File: src/rtl/ins_fetch.sv
// Instruction-fetch stage: owns the PC, fetches words over a req/valid memory handshake and
// presents {instruction, p_count} to the parser; branch/jump resolution on accept picks the next PC.
module ins_fetch #(
    parameter logic [31:0] RESET_PC    = 32'h0000_0000,
    parameter int unsigned TIMEOUT_CYC = 16
) (
    input  logic        clk,
    input  logic        reset,
    output logic        o_imem_req,
    output logic [31:0] o_imem_addr,
    input  logic        i_imem_valid,
    input  logic [31:0] i_imem_rdata,
    output logic        o_out_valid,
    input  logic        i_out_ready,
    output logic [31:0] o_instruction,
    output logic [31:0] o_p_count,
    input  logic        i_br_taken,
    input  logic [15:0] i_br_imm,
    input  logic        i_jump,
    input  logic [25:0] i_jaddr,
    input  logic        i_flush,
    input  logic [31:0] i_flush_pc,
    output logic        o_fetch_err
);

    localparam int unsigned CNT_W    = 8;
    localparam logic [CNT_W-1:0] CNT_LAST = CNT_W'(TIMEOUT_CYC - 1);

    typedef enum logic [1:0] {
        S_FETCH = 2'd0,
        S_WAIT  = 2'd1,
        S_HOLD  = 2'd2,
        S_ERR   = 2'd3
    } state_t;

    state_t           r_state,       w_state_nxt;
    logic [31:0]      r_pc,          w_pc_nxt;
    logic             r_drop,        w_drop_nxt;
    logic [CNT_W-1:0] r_wait_cnt,    w_wait_cnt_nxt;
    logic             r_imem_req,    w_imem_req_nxt;
    logic [31:0]      r_imem_addr,   w_imem_addr_nxt;
    logic             r_out_valid,   w_out_valid_nxt;
    logic [31:0]      r_instruction, w_instruction_nxt;
    logic [31:0]      r_p_count,     w_p_count_nxt;
    logic             r_fetch_err,   w_fetch_err_nxt;

    logic [31:0]      w_pc4;
    logic [31:0]      w_br_off;
    logic [31:0]      w_next_pc;
    logic             w_stale_rsp;

    // Next sequential PC from the instruction being accepted; jump wins over branch.
    assign w_pc4     = r_p_count + 32'd4;
    assign w_br_off  = {{14{i_br_imm[15]}}, i_br_imm, 2'b00};
    assign w_next_pc = i_jump     ? {w_pc4[31:28], i_jaddr, 2'b00} :
                       i_br_taken ? w_pc4 + w_br_off : w_pc4;
    assign w_stale_rsp = i_imem_valid && r_drop;

    always_ff @(posedge clk) begin
        if (reset) begin
            r_state       <= S_FETCH;
            r_pc          <= RESET_PC;
            r_drop        <= 1'b0;
            r_wait_cnt    <= '0;
            r_imem_req    <= 1'b0;
            r_imem_addr   <= '0;
            r_out_valid   <= 1'b0;
            r_instruction <= '0;
            r_p_count     <= '0;
            r_fetch_err   <= 1'b0;
        end else begin
            r_state       <= w_state_nxt;
            r_pc          <= w_pc_nxt;
            r_drop        <= w_drop_nxt;
            r_wait_cnt    <= w_wait_cnt_nxt;
            r_imem_req    <= w_imem_req_nxt;
            r_imem_addr   <= w_imem_addr_nxt;
            r_out_valid   <= w_out_valid_nxt;
            r_instruction <= w_instruction_nxt;
            r_p_count     <= w_p_count_nxt;
            r_fetch_err   <= w_fetch_err_nxt;
        end
    end

    always_comb begin
        w_state_nxt       = r_state;
        w_pc_nxt          = r_pc;
        w_drop_nxt        = r_drop;
        w_wait_cnt_nxt    = r_wait_cnt;
        w_imem_req_nxt    = 1'b0;
        w_imem_addr_nxt   = r_imem_addr;
        w_out_valid_nxt   = r_out_valid;
        w_instruction_nxt = r_instruction;
        w_p_count_nxt     = r_p_count;
        w_fetch_err_nxt   = r_fetch_err;

        case (r_state)
            S_FETCH: begin
                w_imem_req_nxt  = 1'b1;
                w_imem_addr_nxt = r_pc;
                w_wait_cnt_nxt  = '0;
                w_state_nxt     = S_WAIT;
                if (w_stale_rsp) begin
                    w_drop_nxt = 1'b0;
                end
            end
            S_WAIT: begin
                if (w_stale_rsp) begin
                    // Replacement request is already in flight; keep waiting for it.
                    w_drop_nxt     = 1'b0;
                    w_wait_cnt_nxt = '0;
                end else if (i_imem_valid) begin
                    w_instruction_nxt = i_imem_rdata;
                    w_p_count_nxt     = r_pc;
                    w_out_valid_nxt   = 1'b1;
                    w_state_nxt       = S_HOLD;
                end else if (r_wait_cnt == CNT_LAST) begin
                    w_fetch_err_nxt = 1'b1;
                    w_state_nxt     = S_ERR;
                end else begin
                    w_wait_cnt_nxt = CNT_W'(r_wait_cnt + CNT_W'(1));
                end
            end
            S_HOLD: begin
                if (i_out_ready) begin
                    w_out_valid_nxt = 1'b0;
                    w_pc_nxt        = w_next_pc;
                    w_state_nxt     = S_FETCH;
                end
            end
            S_ERR: begin
                w_out_valid_nxt = 1'b0;
            end
            default: begin
                w_state_nxt = S_ERR;
            end
        endcase

        // Redirect overrides everything except the terminal error state.
        if (i_flush && (r_state != S_ERR)) begin
            w_pc_nxt        = i_flush_pc & ~32'd3;
            w_out_valid_nxt = 1'b0;
            w_state_nxt     = S_FETCH;
            w_drop_nxt      = (r_state == S_FETCH) ||
                              ((r_state == S_WAIT) && (!i_imem_valid || r_drop));
        end
    end

    assign o_imem_req    = r_imem_req;
    assign o_imem_addr   = r_imem_addr;
    assign o_out_valid   = r_out_valid;
    assign o_instruction = r_instruction;
    assign o_p_count     = r_p_count;
    assign o_fetch_err   = r_fetch_err;

endmodule

File: config.mk
export PLATFORM = sky130hd
export DESIGN_NAME = ins_fetch
export DESIGN_NICKNAME = d
export VERILOG_FILES = /design/src/rtl/ins_fetch.sv
export SDC_FILE = /design/constraint.sdc
export NUM_CORES = 1
export LEC_CHECK = 0
export ABC_AREA = 1
export CAP_MARGIN = 20
export CORE_MARGIN = 2
export CORE_UTILIZATION = 50
export DETAILED_ROUTE_END_ITERATION = 10
export PLACE_DENSITY = 0.84
export SKIP_CTS_REPAIR_TIMING = 1
export SKIP_LAST_GASP = 1
export SLEW_MARGIN = 15
export SYNTH_ARGS = -nofsm -noshare
export SYNTH_HDL_FRONTEND = slang
export SYNTH_SLANG_ARGS = --single-unit
File: constraint.sdc
create_clock -name clk -period 6.3 [get_ports clk]
set_input_delay 0.945 -clock clk [delete_from_list [all_inputs] [get_ports clk]]
set_output_delay 0.945 -clock clk [all_outputs]
set_load 0.05 [all_outputs]
==> results of run 1 <==
==> synth_stat cells, drive strengths merged, types with 6 or more instances <==
cell	number
xnor2	9
nor2	256
ha	36
o21ai	160
nor3	17
a21oi	112
dfxtp	142
inv	155
clkbuf	43
a22o	6
nand2	278
xor2	20
nand3	53
buf	7
a31oi	12
nand4	18
==> power by group <==
| group | leakage [nW] | switching, mW | total [mW] | internal [mW] |
|---|---|---|---|---|
| Combinational | 3.53 | 0.416 | 0.654 | 0.238 |
| Sequential | 1.16 | 0.0473 | 1.00 | 0.953 |
| Clock | 0.300 | 0.406 | 1.08 | 0.670 |
| Total | 4.99 | 0.870 | 2.73 | 1.86 |
==> cell families after synthesis <==
family          count (synthesis)  share of synthesized area [%]
simple gates                  634                           30.6
compound gates                309                           19.0
buf+inv                       208                           9.13
flops                         142                           32.9
fa+ha+maj                      37                           5.45
xor+xnor                       29                           2.94
==> worst min-delay path: cells and delay by family (launching register included) <==
kind,cells,cell delay (ns)
AO/OA/AOI/OAI,1,0.06
buffers and inverters,1,0.07
flip-flops,1,0.30
==> registers in the layout, summed over array words and instances, names as in the netlist <==
name and count:
o_fetch_err 1, o_imem_addr 32, o_imem_req 1, o_instruction 32, o_out_valid 1, o_p_count 32, r_drop 1, r_pc 32
r_state 2, r_wait_cnt 8
==> worst paths after layout <==
kind / endpoint / slack, ns / cells past startpoint
hold / removal: r_wait_cnt[7]$_SDFFE_PP0P_ / 0.48 / 2
hold reg to reg: r_wait_cnt[7]$_SDFFE_PP0P_ / 0.48 / 2
setup reg to reg: r_pc[21]$_SDFFE_PP0P_ / 2.61 / 19
setup / recovery: r_pc[21]$_SDFFE_PP0P_ / 2.61 / 19
==> routing by layer <==
| layer | vias up | global-route usage [%] | routed length [um] |
|---|---|---|---|
| li1 | 4776 | - | - |
| met1 | 4451 | 41.4 | 12200 |
| met2 | 500 | 52.4 | 13500 |
| met3 | 67 | 7.22 | 2800 |
| met4 | 0 | 14.6 | 1190 |
| met5 | - | 0 | 0 |
==> cell type report <==
type	instances	area [um2]	area share [%]
Timing Repair Buffer	216	2140	18.6
Sequential cell	142	2840	24.7
Clock inverter	14	206	1.79
Clock buffer	18	429	3.73
Tap cell	225	282	2.45
Multi-Input combinational cell	1009	5010	43.5
Inverter	158	593	5.15
==> results, run 1 <==
- The flow ran to the end, and the final reports show no timing, DRC or antenna violations.
- Total power for the finished layout comes to 2.73 mW.
- The violation count after the first detailed-route iteration is 799.
- The die width is 135 um.
- Clock latency on the worst-skew pair, taken at its later pin, is 0.42 ns.
- The cell area power density is 237 nW/um2.
- Prior to clock tree synthesis, the placed netlist has a worst setup slack of 2.43 ns.
- The total buffers and inverters traversed by the critical path is 2.
- The total congestion overflow after global routing is 0.
- The number of H-tree branching levels is 4.
- After layout, the minimum clock period comes to 3.69 ns.
- In the layout the commonest cells are 274 x sky130_fd_sc_hd__nand2_1, 248 x sky130_fd_sc_hd__nor2_1, 209 x sky130_fd_sc_hd__clkdlybuf4s50_1.
- The library cell occupying the most area in the post-synthesis netlist is sky130_fd_sc_hd__dfxtp_1.
- The starting density of the core is 50.5%.
- The wire length per cell after detailed routing is 16.6 um.
- The net count reported at finish is 1694.
- The critical path starts at o_p_count[2]$_SDFFE_PP0P_.
- By startpoint and endpoint, the worst setup path is classified as reg -> reg.
- The required time reported for the critical path endpoint is 6.59 ns.
- The number of clock buffers added by TritonCTS is 17.
- By area the synthesized netlist is led by sky130_fd_sc_hd__dfxtp_1 33%, sky130_fd_sc_hd__nand2_1 12%, sky130_fd_sc_hd__nor2_1 11%, sky130_fd_sc_hd__o21ai_0 7.5%, sky130_fd_sc_hd__a21oi_1 6.4%.
- The wire-length estimate of the detail-placed layout is 22500 um.
- The proportion of register bits with asynchronous set or reset after synthesis is 0%.
- The setup violation total in the final timing report is 0.
- After detailed placement, the total cell area comes to 10900 um2.
- The proportion of synthesized chip area in sequential cells is 32.9%.
- The count of nets left with antenna violations once routing finished came out at 0.
- During synthesis, Yosys emitted a total of 0 warnings.
- The total negative slack is 0 ns.
- The worst hold-check path type is reg -> reg.
- On the worst path, the slowest cell contributes a delay of 0.45 ns.
- TritonCTS built the clock tree.
- After synthesis the netlist holds a flip-flop and latch count of 142.
- The finished cells cover 11500 um2.
- The library cell appearing most often on the critical path is sky130_fd_sc_hd__nand2_1.
- The die outline height is 135 um.
- The via density per instance is 5.50.
- In the global route stage, overall resource usage came out at 32.4%.
- The number of antenna violations at the first check in global routing was 0.
- The post-route netlist has 4.95% of its cells at a drive strength greater than 1.
- The repair_antennas step left the layout with diodes totalling 0.
- For the pin with the worst max-slew slack, the measured transition is 0.942 ns.
- The count of endpoints failing hold in the final timing report is 0.
- The wire length reported by the detailed router is 29600 um.
- The largest net degree at the start of global routing is 61.
- The final setup slack of the worst path is 2.61 ns.
- The final clock period utilization by the worst path is 58.5%.
- The per-instance average area after synthesis is 6.36 um2.
- The kind of launch point of the worst setup path is a register.
- STA classifies the critical path endpoint as a register.
- The number of fillers in the final layout is 1545.
- The via count of the first global-routing pass is 9144.
- Across all hold checks on the routed design, the worst slack comes to 0.476 ns.
- The arrival time of data at the critical path endpoint is 3.97 ns.
- The count of buffers inserted at the top-level ports is 209.
- The number of optimization iterations in the first detailed-route pass is 8.
- The die area is 18300 um2.
- The max-capacitance violation count is 0.
- The core outline area is 17100 um2.
- Synthesis handed over a netlist of 1359 instances.
- From synthesis to final layout, the design area changed by 33.2%.
- The origin of the worst min-delay path is r_wait_cnt[7]$_SDFFE_PP0P_.
- Counting every net in the synthesized netlist gives 1509.
- 212 I/O pins were placed.
- Based on the critical path, the design can be clocked at up to 0.271 GHz.
- The biggest fanout along the worst timing path is 5.
- Routability-driven placement finished with a final weighted congestion of 0.996.
- The leading cell type in the layout, fill and taps excluded is sky130_fd_sc_hd__nand2_1.
- Summed over all cells, the static leakage comes to 4.99 nW.
- Yosys mapped the design onto 45 distinct sky130hd cell types.
- The number of slew-limit violations in the final report is 0.
- The post-route clock skew is 0.00915 ns.
- The maximum root-to-sink buffer count is 2.
- Setup repair after global routing left no endpoint under its margin.
- The final design utilization is 67.2%.
- On the critical path the largest part of the delay comes from simple AND/OR/NAND/NOR gates.
- The number of standard-cell rows in the floorplan is 48.
- In this run the critical register-to-register path is launched from o_p_count[2]$_SDFFE_PP0P_.
- The largest individual stage delay along the critical path comes from the cell sky130_fd_sc_hd__dfxtp_1.
- The tree is rooted in a sky130_fd_sc_hd__clkbuf_16.
- The critical path goes through ha_1 > nand3_2 > nor2_2 > nand3b_2 > nor3_4 > xor2_1 > inv_1 > ha_1 > nand2_1 > inv_1 > nand2_1 > nor3_1 > nand4_1 > nand3_1 > nand2_1 > nand3_1 > nand3_1 > nand2_1 > a21oi_1.
- The count of placed standard cells in the final layout, fillers left out is 1782.
- For this run, the leading register cell type out of synthesis is sky130_fd_sc_hd__dfxtp_1.
- The number of enable flip-flop cells after synthesis is 0.
- In the routed design, unresolved DRC markers number 0.
- After synthesis the cells add up to 8640 um2.
- The first global-routing pass estimated 46300 um of wire.
- In this run the tightest slew margin relative to its limit is 37.1%.
- The number of placed instances, taps included is 1750.
- The top cell type's share of synthesized area is 32.9%.
- The maximum vdd ir drop is 0.256 mV.
- Clock-pin slew was measured on the worst setup and hold paths at 0.06 ns.
- The count of clock tree sinks is 142.
- The final route contains 9794 vias.
(Power assumes the default switching activity.)
==> run 2: changes to the inputs <==
CORE_UTILIZATION = 46   (was 50)
PLACE_DENSITY = 0.81   (was 0.84)
clock period = 3.05 ns   (was 6.3 ns; I/O delays follow)
==> run 2 against run 1 <==
- the flow now finishes with violations (setup timing)
- clock power rose by 98%
- worst hold slack got worse by 0.0026 ns
- routed wire length rose by 11%
- critical endpoint unchanged
- largest cell class unchanged
==> results, run 2 (synthesis results as in run 1) <==
- The run finished, with violations left.
- The checks that failed: setup timing.
- The routing usage on met3 was 6.11% (-1.1 points).
- The clock network power share is 36.9% (-2.5 points).
- The via density per instance is 5.38 (-2.1%).
- The number of slew-limit violations in the final report was 0 (unchanged).
- The wire length per cell after detailed routing is 17.3 um (+3.9%).
- The starting density of the core was 46.5% (-4.0 points).
- The total congestion overflow after global routing came to 0 (unchanged).
- The core outline area was 18600 um2 (+8.6%).
- The net count reported at finish was 1810 (+6.8%).
- In the layout the commonest cells are 248 x sky130_fd_sc_hd__nand2_1, 216 x sky130_fd_sc_hd__nor2_1, 209 x sky130_fd_sc_hd__clkdlybuf4s50_1.
- The sequential power share came to 35.5% (-1.1 points).
- The CTS tree is done.
- The switching power is 1.89 mW (+120%).
- The number of fillers in the final layout is 1518 (-1.7%).
- The worst hold-check path type is reg -> reg.
- The family with the most delay on the worst path is simple AND/OR/NAND/NOR gates.
- The number of placed instances, taps included is 1870 (+6.9%).
- The count of clock tree sinks is 142 (unchanged).
- Leaving out fill and tap cells, the most frequent cell in the layout is sky130_fd_sc_hd__nand2_1.
- The max-capacitance violation count came to 0 (unchanged).
- The root buffer cell is sky130_fd_sc_hd__clkbuf_16.
- The final weighted congestion in routability-driven placement is 0.983 (-1.3%).
- The HPWL after detailed placement was 24700 um (+9.5%).
- The largest stage delay on the critical path was 0.38 ns (-0.07 ns).
- The post-layout total power came to 5.80 mW (+110%).
- The start-to-end type of the worst setup path is reg -> reg.
- The post-layout instance area is 13000 um2 (+13%).
- The violation count after the first detailed-route iteration is 795 (-0.50%).
- The number of optimization iterations in the first detailed-route pass came to 5 (-3).
- The final design utilization is 70.1% (+2.8 points).
- The area growth from synthesis to layout is 50.7%.
- The maximum vdd ir drop is 0.458 mV (+79%).
- The setup violation total in the final timing report was 1 (+1).
- The via total after detailed routing is 10261 (+4.8%).
- The biggest fanout along the worst timing path is 5 (unchanged).
- The clock period minus final worst setup slack is 3.05 ns (-0.638 ns).
- The arrival time of data at the critical path endpoint is 3.34 ns (-0.63 ns).
- The total buffers and inverters traversed by the critical path is 4 (+2).
- The number of antenna violations at the first check in global routing was 0 (unchanged).
- The global-route total usage across every layer is 32.2% (-0.14 points).
- The fmax is 0.328 GHz (+21%).
- The number of H-tree branching levels is 4 (unchanged).
- The actual slew at the worst max-slew pin came to 0.699 ns (-0.243 ns).
- The share of post-route cells with drive strength above 1 came to 18.9% (+14 points).
- The kind of launch point of the worst setup path is a register.
- In this run the most used layer during global routing was met2.
- The required time reported for the critical path endpoint is 3.34 ns (-3.25 ns).
- The standard cell area after detailed placement came to 11800 um2 (+8.1%).
- The clock latency of the later-clocked register in the worst-skew pair is 0.42 ns (about the same).
- The internal power of the cells is 3.91 mW (+110%).
- The leakage power is 5.70 nW (+14%).
- The via count of the first global-routing pass is 9671 (+5.8%).
- The die outline height is 141 um (+4.1%).
- The die width is 141 um (+4.1%).
- The wire length of the first global-routing pass is 50500 um (+8.9%).
- On the critical path, the stage with the largest delay is an instance of sky130_fd_sc_hd__dfxtp_4.
- The wire length reported by the detailed router was 33000 um (+11%).
- The antenna diode instance count was 0 (unchanged).
- The final clock period utilization by the worst path came to 100% (+41 points).
- The critical path goes through ha_4 > nand3_4 > nor2_4 > nand3b_4 > nor3_4 > xor2_2 > inv_2 > ha_4 > nand2_4 > inv_2 > nand2_1 > buf_4 > nor2_4 > nor2_4 > buf_4 > nand3_1 > nand2_1 > nand3_2 > nand3_1 > nand2_2 > a21oi_1.
- The antenna violation net count after detailed routing came to 0 (unchanged).
- The number of standard-cell rows in the floorplan is 50 (+4.2%).
- The switching share of total power was 32.6% (+0.73 points).
- The kind of capture point of the worst setup path is a register.
- The count of boundary I/O pins is 212 (unchanged).
- The maximum root-to-sink buffer count is 2 (unchanged).
- The count of placed standard cells in the final layout, fillers left out is 1907 (+7.0%).
- The count of buffers inserted at the top-level ports is 209 (unchanged).
- The die area was 19900 um2 (+8.4%).
- The number of CTS-inserted buffers is 17 (unchanged).
- The headroom to the max-slew limit was 53.3% (+16 points).
- The met2 routing resource usage after global routing is 54.4% (+2.0 points).
- The count of endpoints failing hold in the final timing report is 0 (unchanged).
- The met1 capacity usage during global routing is 40.4% (-0.97 points).
- The cell area power density was 446 nW/um2 (+88%).
- The DRC violation count after routing came to 0 (unchanged).
- The final setup slack of the worst path is -0.000472 ns (-2.61 ns).
- The cell that appears most often on the critical path is sky130_fd_sc_hd__nor2_4.
- The post-route clock skew came to 0.00990 ns (+0.000751 ns).
- The portion of total power attributed to combinational logic is 27.6% (+3.7 points).
- Setup repair after global routing could not meet its margin everywhere.
- The largest net degree at the start of global routing came to 53 (-13%).
- The clock transition at the registers of the reported paths is 0.06 ns (about the same).
run 2: cell count changes in the layout (fill, tap and decap cells not counted), sizes merged:
| cell | previous run | this run |
|---|---|---|
| clkbuf | 18 | 19 |
| bufinv | 4 | 3 |
| clkinvlp | 3 | 1 |
| clkinv | 6 | 8 |
| buf | 7 | 123 |
run 2: area by class of cell:
cell class                      instances  area, um2  area share, %
Tap cell                              234        293           2.25
Timing Repair Buffer                  332       3060           23.5
Multi-Input combinational cell       1009       5600           43.0
Clock buffer                           19        443           3.40
Sequential cell                       142       2860           22.0
Inverter                              158        593           4.56
Clock inverter                         13        161           1.24
run 2: stage by stage:
step | setup TNS, ns | worst slack (ns) | hold WS (ns)
floorplan | 0 | 0.0215 | 0.436
global placement | -0.199 | -0.110 | 0.454
detailed placement | -0.504 | -0.147 | 0.461
CTS | -0.902 | -0.183 | 0.471
global route | -2.08 | -0.219 | 0.487
finish | -0.000472 | -0.000472 | 0.474
run 2: worst paths after layout:
path | from | to | slack (ns) | cells after the start
setup / recovery | o_p_count[3]$_SDFFE_PP0P_ | r_pc[21]$_SDFFE_PP0P_ | -0.0005 | 21
hold / removal | r_pc[24]$_SDFFE_PP0P_ | o_imem_addr[24]$_SDFFE_PP0P_ | 0.47 | 2
setup reg to reg | o_p_count[3]$_SDFFE_PP0P_ | r_pc[21]$_SDFFE_PP0P_ | -0.0005 | 21
hold reg to reg | r_pc[24]$_SDFFE_PP0P_ | o_imem_addr[24]$_SDFFE_PP0P_ | 0.47 | 2
run 2: power groups by stage:
stage	clock network, mW	logic, mW	registers (mW)
floorplan	0	0.560	2.37
global placement	0	1.46	2.09
detailed placement	0	1.47	2.09
CTS	2.15	1.49	2.05
global route	2.23	1.72	2.07
finish	2.14	1.60	2.06
run 2: per-layer routing:
layer	up-vias	wire length, um
li1	5026	-
met1	4662	13300
met2	502	15500
met3	71	2990
met4	0	1210
met5	-	0
run 2: worst min-delay path, stage by stage, from the launching register on:
cell                      delay, ns
sky130_fd_sc_hd__dfxtp_1       0.29
sky130_fd_sc_hd__inv_1         0.08
sky130_fd_sc_hd__a21oi_1       0.06
==> run 3: changes to the inputs <==
GPL_TIMING_DRIVEN = 0   (was not set)
SKIP_LAST_GASP = not set   (was 1)
==> run 3 against run 2 <==
- the flow still finishes with violations (setup timing)
- routed wire length grew 1.6%
- maximum frequency down 4.5%
- via count barely moved
- clock power fell by 7%
==> results, run 3 (synthesis results as in run 1) <==
- The run finished, with violations left.
- The final reports fail on setup timing.
- The post-place setup slack came to -0.528 ns (-0.381 ns).
- The clock latency of the later-clocked register in the worst-skew pair is 0.44 ns (+0.02 ns).
- The number of antenna violations at the first check in global routing is 0 (unchanged).
- The core outline area is 18600 um2 (unchanged).
- The net count reported at finish was 1752 (-3.2%).
- The maximum root-to-sink buffer count was 2 (unchanged).
- The biggest fanout along the worst timing path is 6 (+1).
- The starting density of the core is 46.5% (unchanged).
- The number of H-tree branching levels was 4 (unchanged).
- The number of placed instances, taps included is 1800 (-3.7%).
- The count of placed standard cells in the final layout, fillers left out is 1849 (-3.0%).
- The relative area change from synthesis to final layout is 43.6%.
- The share of post-route cells with drive strength above 1 is 15.2% (-3.8 points).
- The DRC violation count after routing is 0 (unchanged).
- The library cells used most frequently in the layout, excluding fill and tap cells, are 241 x sky130_fd_sc_hd__nand2_1, 222 x sky130_fd_sc_hd__nor2_1, 206 x sky130_fd_sc_hd__clkdlybuf4s50_1.
- The wire length per cell after detailed routing came to 18.1 um (+4.8%).
- The die area is 19900 um2 (unchanged).
- The post-route clock skew is 0.0175 ns (+0.00757 ns).
- The number of standard-cell rows in the floorplan is 50 (unchanged).
- The final clock period utilization by the worst path is 105% (+4.7 points).
- The standard cell area after detailed placement is 11000 um2 (-6.4%).
- The setup violation total in the final timing report was 7 (+6).
- The hold slack came to 0.361 ns (-0.112 ns).
- The count of clock tree sinks is 142 (unchanged).
- The required time reported for the critical path endpoint is 3.34 ns (about the same).
- The worst hold-check path type is in -> reg.
- The antenna diode instance count was 0 (unchanged).
- The post-layout total power is 5.56 mW (-4.1%).
- The final weighted congestion in routability-driven placement is 0.998 (+1.5%).
- Clock tree synthesis selected as its root buffer the cell sky130_fd_sc_hd__clkbuf_16.
- The clock period minus final worst setup slack was 3.19 ns (+0.144 ns).
- The antenna violation net count after detailed routing is 0 (unchanged).
- The count of buffers inserted at the top-level ports is 207 (-0.96%).
- The count of boundary I/O pins is 212 (unchanged).
- The via density per instance came to 5.55 (+3.2%).
- The wire length of the first global-routing pass was 49800 um (-1.3%).
- The clock transition at the registers of the reported paths is 0.06 ns (about the same).
- The critical path is of the reg -> reg type.
- The HPWL after detailed placement is 25700 um (+4.1%).
- The wire length reported by the detailed router came to 33500 um (+1.6%).
- The cell area power density is 449 nW/um2 (+0.64%).
- The via count of the first global-routing pass is 9403 (-2.8%).
- The maximum vdd ir drop is 0.453 mV (-1.1%).
- The die outline height was 141 um (unchanged).
- The via total after detailed routing came to 10271 (+0.097%).
- The global-route total usage across every layer was 32.3% (about the same).
- The number of optimization iterations in the first detailed-route pass is 6 (+1).
- The number of CTS-inserted buffers came to 17 (unchanged).
- The cell with the largest stage delay on the worst path is sky130_fd_sc_hd__dfxtp_4.
- The final setup slack of the worst path is -0.144 ns (-0.144 ns).
- The post-layout instance area is 12400 um2 (-4.7%).
- The kind of capture point of the worst setup path is a register.
- Walking the worst path, the cells encountered are ha_4 > nand3_4 > nor2_4 > nand3b_4 > nor3_4 > buf_6 > nand3_1 > nand2_1 > inv_2 > ha_4 > nand2_2 > nor2_4 > nand2_1 > nor2_1 > o21ai_2 > nand3_1 > nand2_1 > nand3_1 > nand3_1 > nand2_1 > a21oi_1.
- Setup repair after global routing could not meet its margin everywhere.
- The number of slew-limit violations in the final report is 0 (unchanged).
- The max-capacitance violation count is 0 (unchanged).
- The headroom to the max-slew limit is 29.1% (-24 points).
- The fmax is 0.313 GHz (-4.5%).
- The violation count after the first detailed-route iteration is 1008 (+27%).
- The die width is 141 um (unchanged).
- TritonCTS built the clock tree.
- Leaving out fill and tap cells, the most frequent cell in the layout is sky130_fd_sc_hd__nand2_1.
- The actual slew at the worst max-slew pin is 1.06 ns (+0.363 ns).
- The arrival time of data at the critical path endpoint is 3.48 ns (+0.14 ns).
- The largest stage delay on the critical path was 0.40 ns (+0.02 ns).
- The total congestion overflow after global routing is 0 (unchanged).
- The largest net degree at the start of global routing is 18 (-66%).
- The leakage power is 5.24 nW (-8.1%).
- The worst setup path is launched from a register.
- The count of endpoints failing hold in the final timing report came to 0 (unchanged).
-- run 3: cell type report --
type	instances	area, um2
repair buffers	224	2210
well taps	234	293
multi-input cells	1009	5640
flip-flops and latches	142	2910
plain buffers	50	195
clock buffers	18	439
clock inverters	14	125
fillers	1600	6180
inverters	158	593
-- run 3: stage by stage --
step           TNS, ns  utilization [%]
2_1_floorplan        0                -
3_3_place_gp     -4.19             59.2
3_5_place_dp     -4.25             59.2
4_1_cts          -4.84             62.3
5_1_grt          -2.66             66.8
6_report        -0.494             66.8
-- run 3: report_power, final --
group	internal (mW)	switching (mW)	total (mW)	leakage, nW
sequential	1.96	0.106	2.07	1.18
clock	1.09	0.897	1.98	0.269
combinational	0.549	0.959	1.51	3.79
-- run 3: path summary, 6_finish.rpt --
path,startpoint,endpoint,slack [ns],depth (start not counted)
setup / recovery,o_p_count[3]$_SDFFE_PP0P_,r_pc[24]$_SDFFE_PP0P_,-0.14,21
hold / removal,reset,r_pc[2]$_SDFFE_PP0P_,0.36,2
setup reg to reg,o_p_count[3]$_SDFFE_PP0P_,r_pc[24]$_SDFFE_PP0P_,-0.14,21
hold reg to reg,r_pc[17]$_SDFFE_PP0P_,o_p_count[17]$_SDFFE_PP0P_,0.47,2
-- run 3: critical path: cells and delay by family, from the launching register on --
family	cells	cell delay, ns
buffers and inverters	2	0.22
flip-flops	1	0.40
AND/OR/NAND/NOR	15	1.76
AO/OA/AOI/OAI	2	0.17
adder cells (fa/ha/maj)	2	0.49
-- run 3: routing by layer --
layer | share of wire [%] | track usage [%] | vias to the layer above
met1 | 40 | 41.3 | 4682
met3 | 10 | 8.93 | 106
met4 | 4.7 | 15.0 | 0
met2 | 45 | 50.7 | 582
li1 | - | - | 4901
met5 | 0 | 0 | -
